===== src/rtl/rf_ctrl_pkg.sv =====
// Shared definitions for the register-file access controller.
//   RF_DEPTH    : number of register-file entries
//   RF_ADDR_W   : register-file address width
//   rf_addr_t   : register-file address type
//   addr_conflict(a, b, en_a, en_b) : both ports enabled on the same entry
package rf_ctrl_pkg;

  localparam int RF_DEPTH  = 32;
  localparam int RF_ADDR_W = $clog2(RF_DEPTH);

  typedef logic [RF_ADDR_W-1:0] rf_addr_t;

  function automatic logic addr_conflict(input rf_addr_t a, input rf_addr_t b,
                                         input logic en_a, input logic en_b);
    return en_a && en_b && (a == b);
  endfunction

endpackage


===== src/rtl/rf_access_ctrl_rd_slot.sv =====
// Single-entry read response register with valid/ready drain.
//   i_clk, i_resetn      : clock, synchronous active-low reset
//   i_load, i_load_data  : capture new read data at the edge
//   i_rsp_ready          : consumer accepts the held response
//   o_rsp_valid/o_rsp_data : registered response
//   o_slot_open          : slot is empty or is being drained this cycle
module rf_rd_slot #(
  parameter int DATA_WIDTH = 16
) (
  input  logic                  i_clk,
  input  logic                  i_resetn,
  input  logic                  i_load,
  input  logic [DATA_WIDTH-1:0] i_load_data,
  input  logic                  i_rsp_ready,
  output logic                  o_rsp_valid,
  output logic [DATA_WIDTH-1:0] o_rsp_data,
  output logic                  o_slot_open
);

  logic                  r_valid;
  logic [DATA_WIDTH-1:0] r_data;

  // A load wins over a drain so a same-cycle drain+refill keeps valid high.
  always_ff @(posedge i_clk) begin
    if (!i_resetn) begin
      r_valid <= 1'b0;
      r_data  <= '0;
    end else if (i_load) begin
      r_valid <= 1'b1;
      r_data  <= i_load_data;
    end else if (i_rsp_ready) begin
      r_valid <= 1'b0;
    end
  end

  assign o_slot_open = !r_valid || i_rsp_ready;
  assign o_rsp_valid = r_valid;
  assign o_rsp_data  = r_data;

endmodule


===== src/rtl/rf_access_ctrl.sv =====
// Initiator for a 32-entry 1W/2R register file. Arbitrates one write channel
// and two read-request channels so the register file never sees a collision,
// returning read data through registered response slots.
//   i_clk, i_resetn                : clock, synchronous active-low reset
//   i_wr_*, o_wr_ready             : write request channel
//   i_rda_*/o_rda_* , i_rdb_*/o_rdb_* : read request + response channels
//   o_rf_*, i_rf_dout1/2           : register-file port (combinational read)
//   i_rf_collision                 : registered collision flag from the RF
//   o_proto_err                    : sticky collision seen
module rf_access_ctrl
  import rf_ctrl_pkg::*;
#(
  parameter int DATA_WIDTH   = 16,
  parameter int STARVE_LIMIT = 2
) (
  input  logic                  i_clk,
  input  logic                  i_resetn,
  input  logic                  i_wr_valid,
  output logic                  o_wr_ready,
  input  rf_addr_t              i_wr_addr,
  input  logic [DATA_WIDTH-1:0] i_wr_data,
  input  logic                  i_rda_req_valid,
  output logic                  o_rda_req_ready,
  input  rf_addr_t              i_rda_addr,
  output logic                  o_rda_rsp_valid,
  input  logic                  i_rda_rsp_ready,
  output logic [DATA_WIDTH-1:0] o_rda_rsp_data,
  input  logic                  i_rdb_req_valid,
  output logic                  o_rdb_req_ready,
  input  rf_addr_t              i_rdb_addr,
  output logic                  o_rdb_rsp_valid,
  input  logic                  i_rdb_rsp_ready,
  output logic [DATA_WIDTH-1:0] o_rdb_rsp_data,
  output logic [DATA_WIDTH-1:0] o_rf_din,
  output rf_addr_t              o_rf_wad,
  output logic                  o_rf_wen,
  output rf_addr_t              o_rf_rad1,
  output rf_addr_t              o_rf_rad2,
  output logic                  o_rf_ren1,
  output logic                  o_rf_ren2,
  input  logic [DATA_WIDTH-1:0] i_rf_dout1,
  input  logic [DATA_WIDTH-1:0] i_rf_dout2,
  input  logic                  i_rf_collision,
  output logic                  o_proto_err
);

  localparam int CNT_W = (STARVE_LIMIT < 1) ? 1 : $clog2(STARVE_LIMIT + 1);
  localparam logic [CNT_W-1:0] LIMIT = CNT_W'(STARVE_LIMIT);

  logic [CNT_W-1:0] r_blk_a, r_blk_b;
  logic             r_proto_err;

  logic w_open_a, w_open_b;
  logic w_conf_a, w_conf_b;
  logic w_starve_a, w_starve_b;
  logic w_wr_ready, w_wr_acc;
  logic w_rda_ready, w_rdb_ready;
  logic w_acc_a, w_acc_b;
  logic w_same_rd;
  logic [DATA_WIDTH-1:0] w_load_b_data;

  assign w_conf_a   = addr_conflict(i_wr_addr, i_rda_addr, i_wr_valid, i_rda_req_valid) && w_open_a;
  assign w_conf_b   = addr_conflict(i_wr_addr, i_rdb_addr, i_wr_valid, i_rdb_req_valid) && w_open_b;
  assign w_starve_a = (r_blk_a == LIMIT);
  assign w_starve_b = (r_blk_b == LIMIT);

  // Write goes first unless a reader that has waited long enough wants the
  // same entry; then the write yields for one cycle.
  assign w_wr_ready = i_resetn && !((w_starve_a && w_conf_a) || (w_starve_b && w_conf_b));
  assign w_wr_acc   = i_wr_valid && w_wr_ready;

  assign w_rda_ready = i_resetn && w_open_a && !addr_conflict(i_wr_addr, i_rda_addr, w_wr_acc, 1'b1);
  assign w_rdb_ready = i_resetn && w_open_b && !addr_conflict(i_wr_addr, i_rdb_addr, w_wr_acc, 1'b1);
  assign w_acc_a     = i_rda_req_valid && w_rda_ready;
  assign w_acc_b     = i_rdb_req_valid && w_rdb_ready;

  // Same-address dual read uses port 1 only so the RF never sees rad1==rad2.
  assign w_same_rd     = addr_conflict(i_rda_addr, i_rdb_addr, w_acc_a, w_acc_b);
  assign w_load_b_data = w_same_rd ? i_rf_dout1 : i_rf_dout2;

  assign o_wr_ready      = w_wr_ready;
  assign o_rda_req_ready = w_rda_ready;
  assign o_rdb_req_ready = w_rdb_ready;

  assign o_rf_wen  = w_wr_acc;
  assign o_rf_wad  = w_wr_acc ? i_wr_addr : '0;
  assign o_rf_din  = w_wr_acc ? i_wr_data : '0;
  assign o_rf_ren1 = w_acc_a;
  assign o_rf_rad1 = w_acc_a ? i_rda_addr : '0;
  assign o_rf_ren2 = w_acc_b && !w_same_rd;
  assign o_rf_rad2 = (w_acc_b && !w_same_rd) ? i_rdb_addr : '0;

  rf_rd_slot #(.DATA_WIDTH(DATA_WIDTH)) u_slot_a (
    .i_clk       (i_clk),
    .i_resetn    (i_resetn),
    .i_load      (w_acc_a),
    .i_load_data (i_rf_dout1),
    .i_rsp_ready (i_rda_rsp_ready),
    .o_rsp_valid (o_rda_rsp_valid),
    .o_rsp_data  (o_rda_rsp_data),
    .o_slot_open (w_open_a)
  );

  rf_rd_slot #(.DATA_WIDTH(DATA_WIDTH)) u_slot_b (
    .i_clk       (i_clk),
    .i_resetn    (i_resetn),
    .i_load      (w_acc_b),
    .i_load_data (w_load_b_data),
    .i_rsp_ready (i_rdb_rsp_ready),
    .o_rsp_valid (o_rdb_rsp_valid),
    .o_rsp_data  (o_rdb_rsp_data),
    .o_slot_open (w_open_b)
  );

  // Blocked-cycle counters saturate at the limit; any idle or accepted cycle
  // restarts the wait.
  always_ff @(posedge i_clk) begin
    if (!i_resetn) begin
      r_blk_a     <= '0;
      r_blk_b     <= '0;
      r_proto_err <= 1'b0;
    end else begin
      if (!i_rda_req_valid || w_acc_a) r_blk_a <= '0;
      else if (w_conf_a && !w_starve_a) r_blk_a <= r_blk_a + CNT_W'(1);

      if (!i_rdb_req_valid || w_acc_b) r_blk_b <= '0;
      else if (w_conf_b && !w_starve_b) r_blk_b <= r_blk_b + CNT_W'(1);

      if (i_rf_collision) r_proto_err <= 1'b1;
    end
  end

  assign o_proto_err = r_proto_err;

endmodule


===== config.mk =====
export PLATFORM = sky130hd
export DESIGN_NAME = rf_access_ctrl
export DESIGN_NICKNAME = d
export VERILOG_FILES = /design/src/rtl/rf_ctrl_pkg.sv /design/src/rtl/rf_access_ctrl_rd_slot.sv /design/src/rtl/rf_access_ctrl.sv
export SDC_FILE = /design/constraint.sdc
export NUM_CORES = 1
export LEC_CHECK = 0
export BUFFER_PORTS_ARGS = -buffer_cell sky130_fd_sc_hd__buf_2
export CELL_PAD_IN_SITES_DETAIL_PLACEMENT = 0
export CELL_PAD_IN_SITES_GLOBAL_PLACEMENT = 2
export CORE_UTILIZATION = 26
export CTS_BUF_LIST = sky130_fd_sc_hd__clkbuf_2
export DETAILED_ROUTE_END_ITERATION = 7
export PLACE_DENSITY_LB_ADDON = 0.1
export SLEW_MARGIN = 10
export SYNTH_ARGS = -nofsm -noshare
export SYNTH_HDL_FRONTEND = slang
export SYNTH_HIERARCHICAL = 1
export SYNTH_SLANG_ARGS = --single-unit

===== constraint.sdc =====
create_clock -name i_clk -period 3.5 [get_ports i_clk]
set_input_delay 0.175 -clock i_clk [delete_from_list [all_inputs] [get_ports i_clk]]
set_output_delay 0.175 -clock i_clk [all_outputs]
set_load 0.005 [all_outputs]

==> results.sh, run 1 <==
export IMPL_n_antenna_cell=0
export IMPL_power_density_nw_per_um2=299
export IMPL_report_final_slew_viol_count=0
export IMPL_min_from="i_rf_dout1[14]"
export IMPL_area_delta_synth_final_pct=37.8
export IMPL_final_cells=491
export IMPL_via_per_inst=4.36
export IMPL_final_antenna_net_count=0
export IMPL_reg2reg_slack_ns=0.97
export IMPL_skew_ns=0.00871
export IMPL_tightest_slew_ns=0.752
export IMPL_wl_per_cell_um=13.4
export IMPL_root_buffer="clkbuf_2"
export IMPL_clkLatencyLatePin_ns=0.38
export IMPL_rsz0062_at_grt="no"
export IMPL_slew_headroom_pct=49.9
export IMPL_dp_cells=480
export IMPL_comb_power_share_pct=23.1
export IMPL_crit_path_cell_trace="nand2b_1 > nand3_1 > nor3_1 > o31ai_1 > buf_4 > nor3b_1 > buf_2"
export IMPL_fp_dieW_um=97.0
export IMPL_place_port_buffers=142
export IMPL_synth_adder_area_share_pct=1.07
export IMPL_hold_viol=0
export IMPL_grtUsageTotal_pct=14.2
export IMPL_critPathArrivalTime_ns=2.36
export IMPL_start_util_pct=26.9
export IMPL_holdPathEnd="u_slot_a/o_rsp_data[14]"
export IMPL_critPathCaptureType="output port"
export IMPL_grt_pass1_wl_um=10700
export IMPL_required_ns=3.32
export IMPL_critPathBufInv=2
export IMPL_drc=0
export IMPL_drv_cap=0
export IMPL_reg2reg_to="u_slot_b/o_rsp_data[0]"
export IMPL_clkPwrFrac_pct=27.7
export IMPL_final_cell_mix="buf_2 (142), dfxtp_1 (39), mux2i_1 (33)"
export IMPL_dp_hpwl_um=5020
export IMPL_die_area_um2=9420
export IMPL_setup_tns_ns=0
export IMPL_p_leak_nw=1.58
export IMPL_power_frac_seq_pct=49.2
export IMPL_fillers=947
export IMPL_min_period_ns=2.54
export IMPL_antenna_found_initial=1
export IMPL_synth_area_um2=2350
export IMPL_gp_congestion=0.749
export IMPL_synth_mux_area_share_pct=23.3
export IMPL_cp_top_family="simple AND/OR/NAND/NOR gates"
export IMPL_whs_ns=0.0568
export IMPL_clkSinkCount=39
export IMPL_synth_yosys_seq_area_share_pct=33.2
export IMPL_grt_pass1_vias=2085
export IMPL_final_nets=455
export IMPL_crit_fanout=7
export IMPL_total_power_mw=0.966
export IMPL_layout_area_seq_um2=781
export IMPL_cts_tree="done"
export IMPL_synthesis_nets=307
export IMPL_ys_types=36
export IMPL_slowest_stage="nor3_1"
export IMPL_htree_levels=2
export IMPL_status="complete, no violations"
export IMPL_setup_violations_final=0
export IMPL_hold_class="primary input to flip-flop"
export IMPL_ys_seq_elements=39
export IMPL_fmax_mhz=394
export IMPL_r2r_start="r_blk_a[0]"
export IMPL_ir_worst_vdd_v=0.000168
export IMPL_fp_dieH_um=97.0
export IMPL_p_int_mw=0.704
export IMPL_drt_initial_drc_count=23
export IMPL_critPathMaxStageDelay_ns=0.52
export IMPL_num_vias=2140
export IMPL_drive_gt1_share_pct=46.0
export IMPL_syn_area_per_cell_um2=10.0
export IMPL_cts_buffers=5
export IMPL_swShare_pct=27.2
export IMPL_grt_max_degree=42
export IMPL_critical_path_startpoint_type="flip-flop"
export IMPL_cts_hold_buf=3
export IMPL_core_um2=8720
export IMPL_switchingPower_mw=0.262
export IMPL_clk_pin_slew_worst_paths_ns=0.20
export IMPL_yosys_warnings=6
export IMPL_ctsResizeCount=0
export IMPL_worstSetupPathType="flip-flop to output port"
export IMPL_post_cts_buffers=0
export IMPL_reg2reg_depth=9
export IMPL_fin_crit_sh_pct=72.5
export IMPL_hold_depth=3
export IMPL_synth_top_family_by_area="simple AND/OR/NAND/NOR gates"
export IMPL_synth_compound_area_share_pct=5.22
export IMPL_synthSimpleGateAreaFrac_pct=25.9
export IMPL_drtPass1Iterations=4
export IMPL_final_common_cell="buf_2"
export IMPL_syn_inst=234
export IMPL_ios=143
export IMPL_cts_buffer_depth=2
export IMPL_rows=34
export IMPL_grt_ovfl_total=0
export IMPL_finalWirelength_um=6560
export IMPL_synth_xor_xnor_area_share_pct=6.34
export IMPL_multi_input_area_um2=1450
logic make-up (layout without fill, tap and decap cells):
| kind of cell | after synthesis | in the layout |
|---|---|---|
| AOI/OAI and AO/OA | 13 | 13 |
| adders and majority gates | 2 | 2 |
| buffers and inverters | 16 | 165 |
| DFF | 39 | 39 |
| muxes | 49 | 49 |
| xor gates and xnor gates | 17 | 17 |
| and+or+nand+nor | 98 | 98 |
power by group through the flow:
stage                     clock, mW  sequential, mW  combinational, mW
after global placement            0           0.484              0.224
after global routing          0.302           0.479              0.248
final                         0.268           0.475              0.223
after floorplan                   0           0.486              0.117
after detailed placement          0           0.484              0.224
after CTS                     0.288           0.476              0.228
worst min-delay path, cell delays in order:
cell	delay, ns
buf_2	0.09
mux2i_1	0.06
nor2b_1	0.09
metal layers:
layer / global-route usage, % / vias to the layer above / share of wire [%]
met1: 18.1 / 934 / 45
met2: 22.7 / 108 / 45
li1: - / 1094 / -
met5: 0 / - / 0
met4: 4.13 / 0 / 0.76
met3: 4.77 / 4 / 9.6
sequential cells by signal (all words and copies together) (netlist names):
name and count:
r_blk_b 2, u_slot_b/o_rsp_data 16, u_slot_b/o_rsp_valid 1, u_slot_a/o_rsp_valid 1, o_proto_err 1, u_slot_a/o_rsp_data 16, r_blk_a 2
cell usage after synthesis, drive strengths merged:
library cell / n / area, µm²
dfxtp: 39 / 781
mux2i: 33 / 330
nor2b: 32 / 200
and2: 27 / 169
mux2: 16 / 218
xnor2: 10 / 87.6
nand2: 8 / 30.0
inv: 7 / 26.3
xor2: 7 / 61.3
nor3b: 6 / 45.0
buf: 5 / 73.8
clkbuf: 4 / 15.0
nor2: 4 / 15.0
a211oi: 3 / 22.5
nand2b: 3 / 18.8
nand3: 3 / 15.0
nor3: 3 / 26.3
nor4: 3 / 25.0
a21boi: 2 / 15.0
ha: 2 / 25.0
nand4: 2 / 12.5
o21a: 2 / 15.0
o31ai: 2 / 15.0
or2: 2 / 12.5
or3: 2 / 12.5
a2111oi: 1 / 8.76
and3: 1 / 6.26
nand4b: 1 / 8.76
o2111ai: 1 / 26.3
o211a: 1 / 10.0
o311a: 1 / 10.0
or4: 1 / 11.3
stage by stage:
| stage | cell area, µm² | utilization, % | worst slack [ns] |
|---|---|---|---|
| 2_1_floorplan | 2350 | - | 1.34 |
| 3_3_place_gp | 3140 | 36.0 | 0.931 |
| 3_5_place_dp | 3140 | 36.0 | 0.937 |
| 4_1_cts | 3240 | 37.1 | 0.867 |
| 5_1_grt | 3240 | 37.1 | 0.698 |
| 6_report | 3240 | 37.1 | 0.962 |
cell type report:
type | instances | share of cell area (%)
Timing Repair Buffer | 150 | 24.0
Tap cell | 108 | 4.17
Clock inverter | 3 | 1.20
Sequential cell | 39 | 24.1
Clock buffer | 5 | 0.773
Inverter | 7 | 0.812
Multi-Input combinational cell | 179 | 44.9
worst max path at each step:
stage | startpoint | end | slack [ns] | cells after the start
global placement | i_wr_addr[2] | u_slot_a/o_rsp_data[6] | 0.93 | 8
global route | r_blk_b[0] | o_rf_rad1[1] | 0.70 | 7
finish | u_slot_a/o_rsp_valid | o_rf_rad2[4] | 0.96 | 7
detailed placement | i_wr_addr[2] | u_slot_a/o_rsp_data[8] | 0.94 | 8
CTS | r_blk_b[0] | o_rf_rad1[1] | 0.87 | 7
floorplan | r_blk_a[0] | u_slot_b/o_rsp_data[12] | 1.34 | 10
Note: power is estimated with default switching activity, not from simulation.
==> inputs of run 2 (changes only) <==
--- a/config.mk
+++ b/config.mk
@@ -8,7 +8,7 @@
 export BUFFER_PORTS_ARGS = -buffer_cell sky130_fd_sc_hd__buf_2
 export CELL_PAD_IN_SITES_DETAIL_PLACEMENT = 0
 export CELL_PAD_IN_SITES_GLOBAL_PLACEMENT = 2
-export CORE_UTILIZATION = 26
+export CORE_UTILIZATION = 25
 export CTS_BUF_LIST = sky130_fd_sc_hd__clkbuf_2
 export DETAILED_ROUTE_END_ITERATION = 7
 export PLACE_DENSITY_LB_ADDON = 0.1
==> constraint.sdc (replaced) <==
create_clock -name i_clk -period 2.53 [get_ports i_clk]
set_input_delay 0.1265 -clock i_clk [delete_from_list [all_inputs] [get_ports i_clk]]
set_output_delay 0.1265 -clock i_clk [all_outputs]
set_load 0.005 [all_outputs]
==> results.sh, run 2 (synthesized netlist as in run 1, its figures left out) <==
export IMPL_final_common_cell="buf_2"
export IMPL_final_cells=511
export IMPL_dp_worst_setup_slack_ns=0.301
export IMPL_num_vias=2215
export IMPL_drv_cap=0
export IMPL_grt_pass1_vias=2035
export IMPL_p_leak_nw=1.67
export IMPL_dp_cells=487
export IMPL_setup_slack_ns=0.199
export IMPL_area_delta_synth_final_pct=47.6
export IMPL_cts_buffers=5
export IMPL_clkSinkCount=39
export IMPL_tightest_slew_ns=0.519
export IMPL_place_port_buffers=142
export IMPL_antenna_found_initial=0
export IMPL_power_density_nw_per_um2=395
export IMPL_fp_dieW_um=98.9
export IMPL_htree_levels=2
export IMPL_root_buffer="clkbuf_2"
export IMPL_fp_dieH_um=98.9
export IMPL_drtPass1Iterations=6
export IMPL_final_nets=472
export IMPL_drive_gt1_share_pct=46.3
export IMPL_clkLatencyLatePin_ns=0.38
export IMPL_hold_viol=0
export IMPL_drc=0
export IMPL_critPathCaptureType="output port"
export IMPL_hold_class="primary input to flip-flop"
export IMPL_finalWirelength_um=6700
export IMPL_critPathArrivalTime_ns=2.20
export IMPL_fillers=967
export IMPL_clk_pin_slew_worst_paths_ns=0.20
export IMPL_ir_worst_vdd_v=0.000199
export IMPL_grt_ovfl_total=0
export IMPL_skew_ns=0.0171
export IMPL_status="complete, no violations"
export IMPL_placed_area_um2=3210
export IMPL_drt_initial_drc_count=26
export IMPL_required_ns=2.40
export IMPL_rows=35
export IMPL_final_cell_mix="buf_2 (142), dfxtp_1 (39), mux2i_1 (33)"
export IMPL_via_per_inst=4.33
export IMPL_cts_buffer_depth=2
export IMPL_grt_max_degree=41
export IMPL_ios=143
export IMPL_report_final_slew_viol_count=0
export IMPL_dp_hpwl_um=5030
export IMPL_die_area_um2=9790
export IMPL_post_cts_buffers=0
export IMPL_stdcell_area_um2=3470
export IMPL_final_antenna_net_count=0
export IMPL_critical_path_startpoint_type="flip-flop"
export IMPL_whs_ns=0.0316
export IMPL_setup_tns_ns=0
export IMPL_start_util_pct=25.7
export IMPL_core_um2=9150
export IMPL_fmax_mhz=429
export IMPL_setup_violations_final=0
export IMPL_fin_crit_sh_pct=92.1
export IMPL_grt_pass1_wl_um=10300
export IMPL_crit_fanout=6
export IMPL_total_power_mw=1.37
export IMPL_rsz0062_at_grt="no"
export IMPL_utilization_pct=37.9
export IMPL_grtUsageTotal_pct=13.5
export IMPL_gp_congestion=0.765
export IMPL_min_period_ns=2.33
export IMPL_slew_headroom_pct=65.1
export IMPL_n_antenna_cell=0
export IMPL_cts_tree="done"
export IMPL_wl_per_cell_um=13.1
export IMPL_worstSetupPathType="flip-flop to output port"
## run 2: cell types whose count changed in the layout (fill, tap and decap cells not counted), sizes merged
cell | before | now
dlygate4sd3 | 3 | 16
buf | 147 | 151
## run 2: per-layer routing
layer | global-route usage [%] | routed length [µm] | vias to the layer above
li1 | - | - | 1126
met1 | 16.9 | 3070 | 987
met2 | 23.1 | 3060 | 96
met3 | 3.05 | 497 | 6
met4 | 4.13 | 74 | 0
met5 | 0 | 0 | -
## run 2: worst max-delay path, stage by stage, from the launching register on
cell	delay, ns
dfxtp_1	0.39
inv_1	0.05
ha_1	0.24
nand2_1	0.08
nand3_1	0.07
or3_4	0.36
o211a_4	0.28
nor3b_1	0.22
buf_2	0.15
## run 2: path summary, 6_finish.rpt
kind	endpoint	depth (start not counted)	slack, ns	startpoint
worst max-delay path	o_rf_rad2[3]	8	0.20	r_blk_a[0]
worst min-delay path	u_slot_a/o_rsp_data[1]	3	0.03	i_rf_dout1[1]
worst max register to register	u_slot_b/o_rsp_data[4]	10	0.31	r_blk_a[0]
worst min register to register	o_proto_err	1	0.50	o_proto_err
## run 2: cell type report
class                      count  area [µm²]  share of cell area (%)
multi-input combinational    179        1480                    42.7
timing repair buffer         167         976                    28.2
sequential                    39         781                    22.5
tap                          111         139                    4.01
clock inverter                 3        38.8                    1.12
inverter                       7        26.3                   0.758
clock buffer                   5        25.0                   0.722
## run 2: timing repair
action	4_1_cts	5_1_grt
setup endpoints to repair	2	10
resized for setup	2	4
hold endpoints to repair	15	1
gates cloned	0	0
hold buffers	15	1
## run 2: power by group
| group | switching, mW | internal (mW) | leakage [nW] |
|---|---|---|---|
| Sequential | 0.0132 | 0.644 | 0.319 |
| Clock | 0.213 | 0.163 | 0.0404 |
| Combinational | 0.147 | 0.188 | 1.31 |
| Total | 0.374 | 0.995 | 1.67 |
